File: src/rtl/vga_sprite_layer.sv
// Multi-sprite overlay for the VGA pixel path: N_SPR monochrome ROM sprites,
// frame-committed positions, 3-cycle pixel pipeline and per-frame collision flag.
module vga_sprite_layer #(
    parameter int unsigned        N_SPR   = 2,
    parameter int unsigned        COORD_W = 10,
    parameter int unsigned        SPR_W   = 10,
    parameter int unsigned        SPR_H   = 128,
    parameter int unsigned        ROW_AW  = 7,
    parameter logic [3*N_SPR-1:0] SPR_RGB = 6'b111_111,
    parameter logic [2:0]         BG_RGB  = 3'b000
) (
    input  logic                      clk,
    input  logic                      rst,
    input  logic                      frame_pulse,
    input  logic                      pxl_en,
    input  logic [COORD_W-1:0]        x,
    input  logic [COORD_W-1:0]        y,
    input  logic                      pos_we,
    input  logic [2:0]                pos_sel,
    input  logic [COORD_W-1:0]        pos_x,
    input  logic [COORD_W-1:0]        pos_y,
    output logic [N_SPR*ROW_AW-1:0]   rom_addr,
    input  logic [N_SPR*SPR_W-1:0]    rom_data,
    output logic                      r,
    output logic                      g,
    output logic                      b,
    output logic                      collision
);
    localparam int unsigned CMP_W = COORD_W + 1;
    localparam int unsigned COL_W = (SPR_W > 1) ? $clog2(SPR_W) : 1;

    logic [N_SPR-1:0][COORD_W-1:0] pend_x_q, pend_x_d, pend_y_q, pend_y_d;
    logic [N_SPR-1:0][COORD_W-1:0] act_x_q, act_x_d, act_y_q, act_y_d;
    logic [N_SPR-1:0][ROW_AW-1:0]  rom_addr_q, rom_addr_d;
    logic [N_SPR-1:0][COL_W-1:0]   col1_q, col1_d, col2_q, col2_d;
    logic [N_SPR-1:0]              hit1_q, hit1_d, hit2_q, hit2_d;
    logic                          en1_q, en1_d, en2_q, en2_d;
    logic [2:0]                    rgb_q, rgb_d;
    logic                          sticky_q, sticky_d, coll_q, coll_d;

    logic [N_SPR-1:0][SPR_W-1:0]   word_c;
    logic [N_SPR-1:0]              opaque_c;
    logic                          multi_c;

    always_ff @(posedge clk or posedge rst) begin
        if (rst) begin
            pend_x_q   <= '0;
            pend_y_q   <= '0;
            act_x_q    <= '0;
            act_y_q    <= '0;
            rom_addr_q <= '0;
            col1_q     <= '0;
            col2_q     <= '0;
            hit1_q     <= '0;
            hit2_q     <= '0;
            en1_q      <= 1'b0;
            en2_q      <= 1'b0;
            rgb_q      <= 3'b000;
            sticky_q   <= 1'b0;
            coll_q     <= 1'b0;
        end else begin
            pend_x_q   <= pend_x_d;
            pend_y_q   <= pend_y_d;
            act_x_q    <= act_x_d;
            act_y_q    <= act_y_d;
            rom_addr_q <= rom_addr_d;
            col1_q     <= col1_d;
            col2_q     <= col2_d;
            hit1_q     <= hit1_d;
            hit2_q     <= hit2_d;
            en1_q      <= en1_d;
            en2_q      <= en2_d;
            rgb_q      <= rgb_d;
            sticky_q   <= sticky_d;
            coll_q     <= coll_d;
        end
    end

    // Pending writes; commit uses the old pending value so a coincident write waits a frame.
    always_comb begin
        pend_x_d = pend_x_q;
        pend_y_d = pend_y_q;
        act_x_d  = act_x_q;
        act_y_d  = act_y_q;
        for (int i = 0; i < int'(N_SPR); i++) begin
            if (pos_we && (pos_sel == 3'(i))) begin
                pend_x_d[i] = pos_x;
                pend_y_d[i] = pos_y;
            end
        end
        if (frame_pulse) begin
            act_x_d = pend_x_q;
            act_y_d = pend_y_q;
        end
    end

    // S1 hit test in COORD_W+1 bits so right/bottom edges clip instead of wrapping; S2 delay.
    always_comb begin
        rom_addr_d = rom_addr_q;
        hit1_d     = '0;
        col1_d     = '0;
        for (int i = 0; i < int'(N_SPR); i++) begin
            hit1_d[i] = pxl_en
                && ({1'b0, x} >= {1'b0, act_x_q[i]})
                && ({1'b0, x} <  ({1'b0, act_x_q[i]} + CMP_W'(SPR_W)))
                && ({1'b0, y} >= {1'b0, act_y_q[i]})
                && ({1'b0, y} <  ({1'b0, act_y_q[i]} + CMP_W'(SPR_H)));
            col1_d[i] = COL_W'(x - act_x_q[i]);
            if (hit1_d[i]) begin
                rom_addr_d[i] = ROW_AW'(y - act_y_q[i]);
            end
        end
        en1_d  = pxl_en;
        hit2_d = hit1_q;
        col2_d = col1_q;
        en2_d  = en1_q;
    end

    // S3: opacity, lowest-index priority, collision accumulation.
    always_comb begin
        word_c   = '0;
        opaque_c = '0;
        for (int i = 0; i < int'(N_SPR); i++) begin
            word_c[i]   = rom_data[i*SPR_W +: SPR_W] << col2_q[i];
            opaque_c[i] = en2_q && hit2_q[i] && word_c[i][SPR_W-1];
        end
        multi_c = (opaque_c & (opaque_c - N_SPR'(1))) != '0;

        rgb_d = en2_q ? BG_RGB : 3'b000;
        for (int i = int'(N_SPR) - 1; i >= 0; i--) begin
            if (opaque_c[i]) begin
                rgb_d = SPR_RGB[3*i +: 3];
            end
        end

        sticky_d = sticky_q | multi_c;
        coll_d   = coll_q;
        if (frame_pulse) begin
            coll_d   = sticky_q | multi_c;
            sticky_d = 1'b0;
        end
    end

    assign rom_addr  = rom_addr_q;
    assign r         = rgb_q[2];
    assign g         = rgb_q[1];
    assign b         = rgb_q[0];
    assign collision = coll_q;

endmodule
File: config.mk
export PLATFORM = sky130hd
export DESIGN_NAME = vga_sprite_layer
export DESIGN_NICKNAME = d
export VERILOG_FILES = /design/src/rtl/vga_sprite_layer.sv
export SDC_FILE = /design/constraint.sdc
export NUM_CORES = 1
export LEC_CHECK = 0
export ABC_AREA = 1
export CORE_MARGIN = 2
export CORE_UTILIZATION = 50
export DETAILED_ROUTE_END_ITERATION = 12
export DONT_BUFFER_PORTS = 1
export PLACE_DENSITY = 0.66
export SLEW_MARGIN = 20
export SYNTH_ARGS = -nofsm -noshare
export SYNTH_HDL_FRONTEND = slang
export SYNTH_SLANG_ARGS = --single-unit
File: constraint.sdc
create_clock -name clk -period 3.55 [get_ports clk]
set_input_delay 0.71 -clock clk [delete_from_list [all_inputs] [get_ports clk]]
set_output_delay 0.71 -clock clk [all_outputs]
set_load 0.05 [all_outputs]
==> flow_summary.json, run 1 <==
{
  "num_vias": 5139,
  "finalPower_mw": 5.25,
  "gp_congestion": 0.897,
  "async_flop_share_pct": 100,
  "cts_hold_buffers": 0,
  "ys_ff_latch": 119,
  "dp_hpwl_um": 11400,
  "antenna_found_initial": 0,
  "ant_nets": 0,
  "postCtsSetupBuffers": 0,
  "cts_sinks": 119,
  "diodes": 0,
  "relSlewSlack_pct": 58.1,
  "required_ns": 3.84,
  "cts_resized": 0,
  "synth_edf_count": 0,
  "vias_per_cell": 5.05,
  "post-route-worst-setup-slack_ns": 1.16,
  "pre_cts_ws_ns": 1.16,
  "cts-root-buf": "clkbuf_16",
  "cts_buffer_depth": 2,
  "finalHoldViolCount": 0,
  "cellPowerDensity_nw_per_um2": 674,
  "outcome": "finished clean",
  "syn-num-nets": 960,
  "crit_arrival_ns": 2.68,
  "first_pass_iters": 5,
  "insertion_delay_ns": 0.41,
  "timing.fmax_mhz": 418,
  "worstPathMaxFanout": 8,
  "synthTopCellsByCount": "209 x nand2_1, 119 x dfrtp_1, 117 x inv_1",
  "fin_nets": 964,
  "crit_type": "flop to flop",
  "die_w_um": 122,
  "synth_area_leader_cell": "dfrtp_1",
  "grt_setup_unrepaired": "false",
  "port_buffers": 0,
  "synth_most_common_cell": "nand2_1",
  "cts_buffers": 17,
  "ys_types": 38,
  "drt_iter0_drc": 290,
  "fin_setup_tns_ns": 0,
  "route.detailed.drc": 0,
  "slew_violations": 0,
  "cap_violations": 0,
  "fillers": 1241,
  "io_pins": 86,
  "die-area_um2": 14800,
  "r2r_slack_ns": 1.16,
  "fp-row-count": 43,
  "cts.htree.levels": 4,
  "ff2ff_path_depth": 13,
  "wire_per_inst_um": 14.8,
  "crit_path_start_kind": "flop",
  "fp.dieH_um": 122,
  "routed_wl_um": 15000,
  "path_clk_slew_ns": 0.05,
  "area.growth.synth_to_final_pct": 12.3,
  "synth_flop_cell": "dfrtp_1",
  "timing.final.crit_share_pct": 67.3,
  "finalSetupViolCount": 0,
  "synth-seq-area-share_pct": 42.9,
  "drive_gt1_share_pct": 8.96,
  "avgSynthCellArea_um2": 8.46,
  "core_area_um2": 13700,
  "critPathCapture": "rom_addr[6]",
  "ys_top_cells_by_area": "dfrtp_1 43%, ha_1 12%, nand2_1 11%",
  "gr-usage-all-layers_pct": 21.8,
  "period_minus_slack_ns": 2.39,
  "syn_area_um2": 6930,
  "rr_startpoint": "act_x_q[1]",
  "syn_inst": 820,
  "crit_path_end_kind": "flop",
  "leakage_nw": 3.97,
  "cts_tree": "yes",
  "worst-slew-pin-transition_ns": 0.628,
  "cp-startpoint": "act_x_q[1]",
  "reg2reg_to": "rom_addr[6]",
  "yosys_warnings": 0,
  "overflow": 0,
  "worstHoldPathType": "input port to flop",
  "start_util_pct": 50.5,
  "grt_max_degree": 120,
  "grt_pass1_wl_um": 24600,
  "fin_worst_skew_ns": 0.00836,
  "synth_top_area_share_pct": 42.9,
  "ir_drop_v": 0.000360,
  "grt_pass1_vias": 4979
}
-- layout make-up --
class,instances,area [um^2],share of cell area [%]
multi-input combinational,560,3420,43.9
clock inverter,12,198,2.54
clock buffer,20,467,5.99
sequential,119,2980,38.2
inverter,122,462,5.93
tap,180,225,2.89
timing repair buffer,4,42.5,0.546
-- metrics by stage --
step	instance area, um^2	util (%)	hold WS (ns)	cells
after floorplan	6940	-	0.331	820
after global placement	7130	51.9	0.332	985
after detailed placement	7130	51.9	0.335	985
after CTS	7790	56.8	0.306	1017
after global routing	7790	56.8	0.301	1017
final	7790	56.8	0.329	1017
-- worst max-delay path: stages (launching register included) --
cell and delay (ns):
dfrtp_1 0.44, ha_1 0.25, o21ai_0 0.31, xor2_1 0.19, ha_1 0.24, nand2_1 0.09
nor2_1 0.05, nor2_1 0.07, and2_1 0.17, nor2_1 0.07, nor2_2 0.12, nand3_4 0.12
nand2_1 0.09, nand2_1 0.06
-- metal layers --
layer / wire length, um / share of wire [%] / GRT usage [%]
met1: 7460 / 50 / 30.7
met5: 0 / 0 / 0
met3: 636 / 4.2 / 5.10
met4: 235 / 1.6 / 8.62
met2: 6670 / 44 / 32.5
-- logic make-up after synthesis --
logic type                 synth area share [%]
AOI/OAI and AO/OA                          10.9
and+or+nand+nor                            21.3
DFF                                        42.9
xor gates and xnor gates                   3.66
buffers and inverters                      7.76
adders and majority gates                  13.4
-- placed cells by master (no fill, tap or decap), drive strengths merged, types with 5 or more instances in the layout --
| cell | synthesis | final |
|---|---|---|
| nand2 | 216 | 216 |
| inv | 121 | 120 |
| dfrtp | 119 | 119 |
| o21ai | 89 | 89 |
| ha | 68 | 68 |
| nand3 | 49 | 49 |
| nor2 | 41 | 41 |
| a21oi | 33 | 33 |
| xor2 | 22 | 22 |
| clkbuf | 16 | 20 |
| nand4 | 9 | 9 |
| xnor2 | 7 | 7 |
| clkinv | 1 | 6 |
| a21o | 5 | 5 |
| bufinv | 0 | 5 |
-- worst min-delay path by stage --
| stage | end | cells after the start | from |
|---|---|---|---|
| floorplan | col2_q[0] | 0 | col1_q[0] |
| global placement | col2_q[0] | 0 | col1_q[0] |
| detailed placement | hit2_q[1] | 0 | hit1_q[1] |
| CTS | en1_q | 0 | pxl_en |
| global route | en1_q | 0 | pxl_en |
| finish | en1_q | 0 | pxl_en |
-- sequential cells by signal, indices dropped and copies added (netlist names) --
| signal | count |
|---|---|
| col1_q | 8 |
| rom_addr | 14 |
| rgb_q | 1 |
| act_y_q | 20 |
| collision | 1 |
| act_x_q | 20 |
| sticky_q | 1 |
| en1_q | 1 |
| en2_q | 1 |
| hit1_q | 2 |
| pend_x_q | 20 |
| col2_q | 8 |
| hit2_q | 2 |
| pend_y_q | 20 |
-- where the power goes --
| group | internal, mW | switching, mW | total, mW |
|---|---|---|---|
| clock | 1.30 | 0.596 | 1.89 |
| combinational | 0.473 | 0.736 | 1.21 |
| sequential | 1.66 | 0.479 | 2.14 |
Power figures use the tool's default switching activity.
==> inputs of run 2 (changes only) <==
==> constraint.sdc (replaced) <==
create_clock -name clk -period 2 [get_ports clk]
set_input_delay 0.4 -clock clk [delete_from_list [all_inputs] [get_ports clk]]
set_output_delay 0.4 -clock clk [all_outputs]
set_load 0.05 [all_outputs]
==> flow_summary.json, run 2 (synthesized netlist as in run 1, its figures left out) <==
{
  "grt_max_degree": 120,
  "fillers": 1253,
  "path_cells": "ha_4 -> o21ai_4 -> xor2_1 -> ha_1 -> nand2_2 -> nor2_2 -> nor2_1 -> and2_4 -> nor2_4 -> nor2_4 -> nand3_4 -> nand2_2 -> nand2_1",
  "ir_drop_v": 0.000623,
  "grt_pass1_vias": 5309,
  "post-route-worst-setup-slack_ns": -0.164,
  "fp.dieH_um": 122,
  "area.growth.synth_to_final_pct": 16.3,
  "outcome": "finished with violations",
  "grt_setup_unrepaired": "true",
  "pre_cts_ws_ns": -0.251,
  "cts_sinks": 119,
  "first_pass_iters": 4,
  "num_vias": 5335,
  "cellPowerDensity_nw_per_um2": 1130,
  "fin_util_pct": 58.8,
  "insertion_delay_ns": 0.41,
  "diodes": 0,
  "grt_pass1_wl_um": 25300,
  "cp-startpoint": "act_x_q[1]",
  "fp-row-count": 43,
  "violations": "setup timing",
  "gr-usage-all-layers_pct": 22.0,
  "timing.final.crit_share_pct": 108,
  "worstPathMaxFanout": 8,
  "die-area_um2": 14800,
  "drive_gt1_share_pct": 15.1,
  "fin_nets": 999,
  "ff2ff_path_depth": 13,
  "cts-root-buf": "clkbuf_16",
  "top_layer": "met4",
  "cts_buffer_depth": 2,
  "finalSetupViolCount": 16,
  "worstHoldPathType": "input port to async pin",
  "period_minus_slack_ns": 2.16,
  "m1WireLength_um": 7560,
  "crit_path_end_kind": "flop",
  "r2r_slack_ns": -0.16,
  "reg2reg_to": "rom_addr[3]",
  "finalHoldViolCount": 0,
  "io_pins": 86,
  "routed_wl_um": 15200,
  "overflow": 0,
  "port_buffers": 0,
  "core_area_um2": 13700,
  "slew_violations": 0,
  "die_w_um": 122,
  "placed_cells": 1014,
  "worst-slew-pin-transition_ns": 0.622,
  "drt_iter0_drc": 280,
  "stdcell_count": 1049,
  "fin_worst_skew_ns": 0.00704,
  "slowest_delay_ns": 0.43,
  "gp_congestion": 0.883,
  "final_common_cell": "nand2_1",
  "wire_per_inst_um": 14.5,
  "crit_path_start_kind": "flop",
  "cts_tree": "yes",
  "ant_nets": 0,
  "cts_buffers": 17,
  "finalPower_mw": 9.13,
  "relSlewSlack_pct": 58.5,
  "crit_type": "flop to flop",
  "antenna_found_initial": 0,
  "crit_family": "simple AND/OR/NAND/NOR gates",
  "dr_wl_met3_um": 620,
  "crit_slowest_cell": "dfrtp_1",
  "start_util_pct": 50.5,
  "route.detailed.drc": 0,
  "multi_input_area_um2": 3540,
  "dp_hpwl_um": 11600,
  "rr_startpoint": "act_x_q[1]",
  "path_clk_slew_ns": 0.05,
  "timing.fmax_mhz": 462,
  "seq_area_um2": 2980,
  "leakage_nw": 4.09,
  "vias_per_cell": 5.09,
  "fin_setup_tns_ns": -2.19,
  "required_ns": 2.29,
  "cap_violations": 0,
  "critical_path_buf_inv_count": 0,
  "wl_met2_um": 6770,
  "crit_arrival_ns": 2.45,
  "layout_common_cells": "198 x nand2_1, 119 x dfrtp_1, 114 x inv_1, 81 x o21ai_0, 66 x ha_1",
  "cts.htree.levels": 4
}
## run 2: stage by stage
step                      hold WS (ns)  area, um^2
final                           0.0312        8060
after global routing            0.0493        8060
after CTS                       0.0477        7980
after detailed placement         0.335        7370
after global placement           0.334        7370
after floorplan                  0.331        6970
## run 2: worst max-delay path by stage
| stage | endpoint | slack (ns) | depth (start not counted) |
|---|---|---|---|
| floorplan | rom_addr[10] | -0.02 | 14 |
| global placement | rom_addr[12] | -0.12 | 14 |
| detailed placement | rom_addr[9] | -0.25 | 14 |
| CTS | rom_addr[3] | -0.15 | 13 |
| global route | rom_addr[8] | -0.33 | 14 |
| finish | rom_addr[3] | -0.16 | 13 |
## run 2: metal layers
metal  up-vias  global-route usage [%]
li1       2707                       -
met1      2490                    31.3
met2       115                    33.7
met3        23                    4.21
met4         0                    7.90
met5         -                       0
## run 2: repair_timing
action	4_1_cts	5_1_grt
setup endpoints to repair	16	16
gates cloned	0	0
setup buffers	2	3
gates resized for setup	10	16
hold buffers	1	0
pin swaps	7	15
hold endpoints to repair	1	0
## run 2: area by class of cell
class,instances,area share [%]
well taps,180,2.79
flip-flops and latches,119,36.9
repair buffers,39,3.82
multi-input cells,560,43.9
clock buffers,19,5.49
clock inverters,10,1.33
inverters,122,5.73
## run 2: worst register-to-register path, cell delays in order, from the launching register on
cell,delay [ns]
dfrtp_1,0.43
ha_4,0.20
o21ai_4,0.14
xor2_1,0.18
ha_1,0.27
nand2_2,0.09
nor2_2,0.04
nor2_1,0.09
and2_4,0.20
nor2_4,0.05
nor2_4,0.09
nand3_4,0.13
nand2_2,0.09
nand2_1,0.06
## run 2: power breakdown
group | internal, mW | switching, mW | total [mW]
combinational | 1.05 | 1.43 | 2.48
clock | 1.83 | 1.02 | 2.84
sequential | 2.95 | 0.857 | 3.81
==> inputs of run 3 (changes only) <==
--- a/config.mk
+++ b/config.mk
@@ -10,7 +10,7 @@
 export CORE_UTILIZATION = 50
 export DETAILED_ROUTE_END_ITERATION = 12
 export DONT_BUFFER_PORTS = 1
-export PLACE_DENSITY = 0.66
+export PLACE_DENSITY = 0.63
 export SLEW_MARGIN = 20
 export SYNTH_ARGS = -nofsm -noshare
 export SYNTH_HDL_FRONTEND = slang
==> constraint.sdc (replaced) <==
create_clock -name clk -period 2.2 [get_ports clk]
set_input_delay 0.44 -clock clk [delete_from_list [all_inputs] [get_ports clk]]
set_output_delay 0.44 -clock clk [all_outputs]
set_load 0.05 [all_outputs]
==> flow_summary.json, run 3 (synthesized netlist as in run 1, its figures left out) <==
{
  "path_clk_slew_ns": 0.06,
  "die-area_um2": 14800,
  "grt_pass1_vias": 5011,
  "start_util_pct": 50.5,
  "first_pass_iters": 5,
  "grt_max_degree": 120,
  "core_area_um2": 13700,
  "route.detailed.drc": 0,
  "port_buffers": 0,
  "post-route-worst-setup-slack_ns": 0.0210,
  "finalPower_mw": 8.42,
  "layout_common_cells": "198 x nand2_1, 118 x dfrtp_1, 115 x inv_1, 81 x o21ai_0, 66 x ha_1",
  "multi_input_area_um2": 3500,
  "drive_gt1_share_pct": 13.5,
  "ir_drop_v": 0.000520,
  "cts-root-buf": "clkbuf_16",
  "routed_wl_um": 14600,
  "cts_tree": "yes",
  "cts_buffers": 17,
  "diodes": 0,
  "path_cells": "ha_2 -> o21ai_2 -> xor2_1 -> ha_1 -> nand2_2 -> nor2_1 -> nor2_1 -> and2_4 -> nor2_4 -> nor2_4 -> nand3_4 -> nand2_1 -> nand2_1",
  "cap_violations": 0,
  "hold_path_depth": 0,
  "worstHoldPathType": "input port to flop",
  "slew_violations": 0,
  "required_ns": 2.50,
  "critical_path_buf_inv_count": 0,
  "relSlewSlack_pct": 58.4,
  "drt_iter0_drc": 267,
  "gp_congestion": 0.904,
  "seqPwrFrac_pct": 41.1,
  "stdcell_count": 1035,
  "grt_setup_unrepaired": "true",
  "insertion_delay_ns": 0.42,
  "crit_type": "flop to flop",
  "crit_family": "simple AND/OR/NAND/NOR gates",
  "worstPathMaxFanout": 8,
  "placed_cells": 996,
  "fin_worst_skew_ns": 0.00733,
  "final_common_cell": "nand2_1",
  "fp-row-count": 43,
  "crit_path_end_kind": "flop",
  "worst-slew-pin-transition_ns": 0.625,
  "cts_hold_buffers": 0,
  "cts_sinks": 119,
  "cellPowerDensity_nw_per_um2": 1060,
  "p_comb_share_pct": 25.3,
  "antenna_found_initial": 0,
  "timing.final.crit_share_pct": 99.0,
  "finalSetupViolCount": 0,
  "overflow": 0,
  "fp.dieH_um": 122,
  "wire_per_inst_um": 14.1,
  "ant_nets": 0,
  "gr-usage-all-layers_pct": 21.0,
  "slowest_delay_ns": 0.39,
  "fin_util_pct": 58.1,
  "timing.fmax_mhz": 459,
  "pre_cts_ws_ns": -0.105,
  "cts_buffer_depth": 2,
  "crit_arrival_ns": 2.48,
  "crit_slowest_cell": "dfrtp_1",
  "p_sw_share_pct": 36.2,
  "pwr-share-clk_pct": 33.5,
  "p_int_mw": 5.38,
  "seq_area_um2": 2980,
  "cts.htree.levels": 4,
  "area.growth.synth_to_final_pct": 14.9,
  "period_minus_slack_ns": 2.18,
  "io_pins": 86,
  "vias_per_cell": 5.01,
  "cp.depth": 13,
  "grt_pass1_wl_um": 24000,
  "dp_hpwl_um": 11100,
  "outcome": "finished clean",
  "die_w_um": 122,
  "crit_path_start_kind": "flop",
  "fin_setup_tns_ns": 0,
  "finalHoldViolCount": 0,
  "ff2ff_path_depth": 13,
  "num_vias": 5186,
  "fin_area_um2": 7970,
  "fillers": 1221,
  "power.switching_mw": 3.04,
  "place_area_um2": 7210,
  "leakage_nw": 4.03,
  "hold_ws_ns": 0.0536,
  "fin_nets": 982
}
==> run 3: what timing repair did <==
item / CTS / global route
gates cloned: 0 / 0
gates resized for setup: 7 / 24
pin swaps: 3 / 18
setup buffers: 1 / 6
endpoints found under the setup margin: 14 / 16
==> run 3: final timing paths <==
path                                  from           end  slack (ns)
worst max-delay path            act_x_q[1]   rom_addr[0]        0.02
worst min-delay path                pxl_en         en1_q        0.05
worst max register to register  act_x_q[1]   rom_addr[0]        0.02
worst min register to register   hit1_q[0]     hit2_q[0]        0.35
max in group asynchronous              rst   act_x_q[13]        1.63
min in group asynchronous              rst  rom_addr[11]        0.06
==> run 3: routing by layer <==
| layer | vias to the layer above | GRT usage (%) | share of wire, % |
|---|---|---|---|
| met1 | 2378 | 29.7 | 51 |
| met2 | 105 | 31.4 | 43 |
| met4 | 0 | 8.05 | 2.0 |
| met3 | 21 | 4.87 | 4.0 |
| met5 | - | 0 | 0 |
| li1 | 2682 | - | - |
==> run 3: worst register-to-register path: cells and delay by family, from the launching register on <==
family / cells / cell delay (ns)
XOR/XNOR: 1 / 0.19
adder cells (fa/ha/maj): 2 / 0.46
flip-flops: 1 / 0.39
AND/OR/NAND/NOR: 9 / 0.84
AO/OA/AOI/OAI: 1 / 0.18
==> run 3: final cells by class <==
class	instances	area share, %
clock buffer	18	5.51
clock inverter	14	2.18
inverter	122	5.79
multi-input combinational	560	44.0
sequential	119	37.4
tap	180	2.83
timing repair buffer	22	2.32
==> run 3: power by group through the flow <==
| stage | combinational [mW] | sequential, mW | clock [mW] |
|---|---|---|---|
| global route | 2.46 | 3.53 | 2.98 |
| CTS | 2.05 | 3.45 | 2.88 |
| detailed placement | 2.02 | 3.49 | 0 |
| global placement | 1.95 | 3.47 | 0 |
| floorplan | 1.57 | 3.40 | 0 |
| finish | 2.13 | 3.46 | 2.82 |
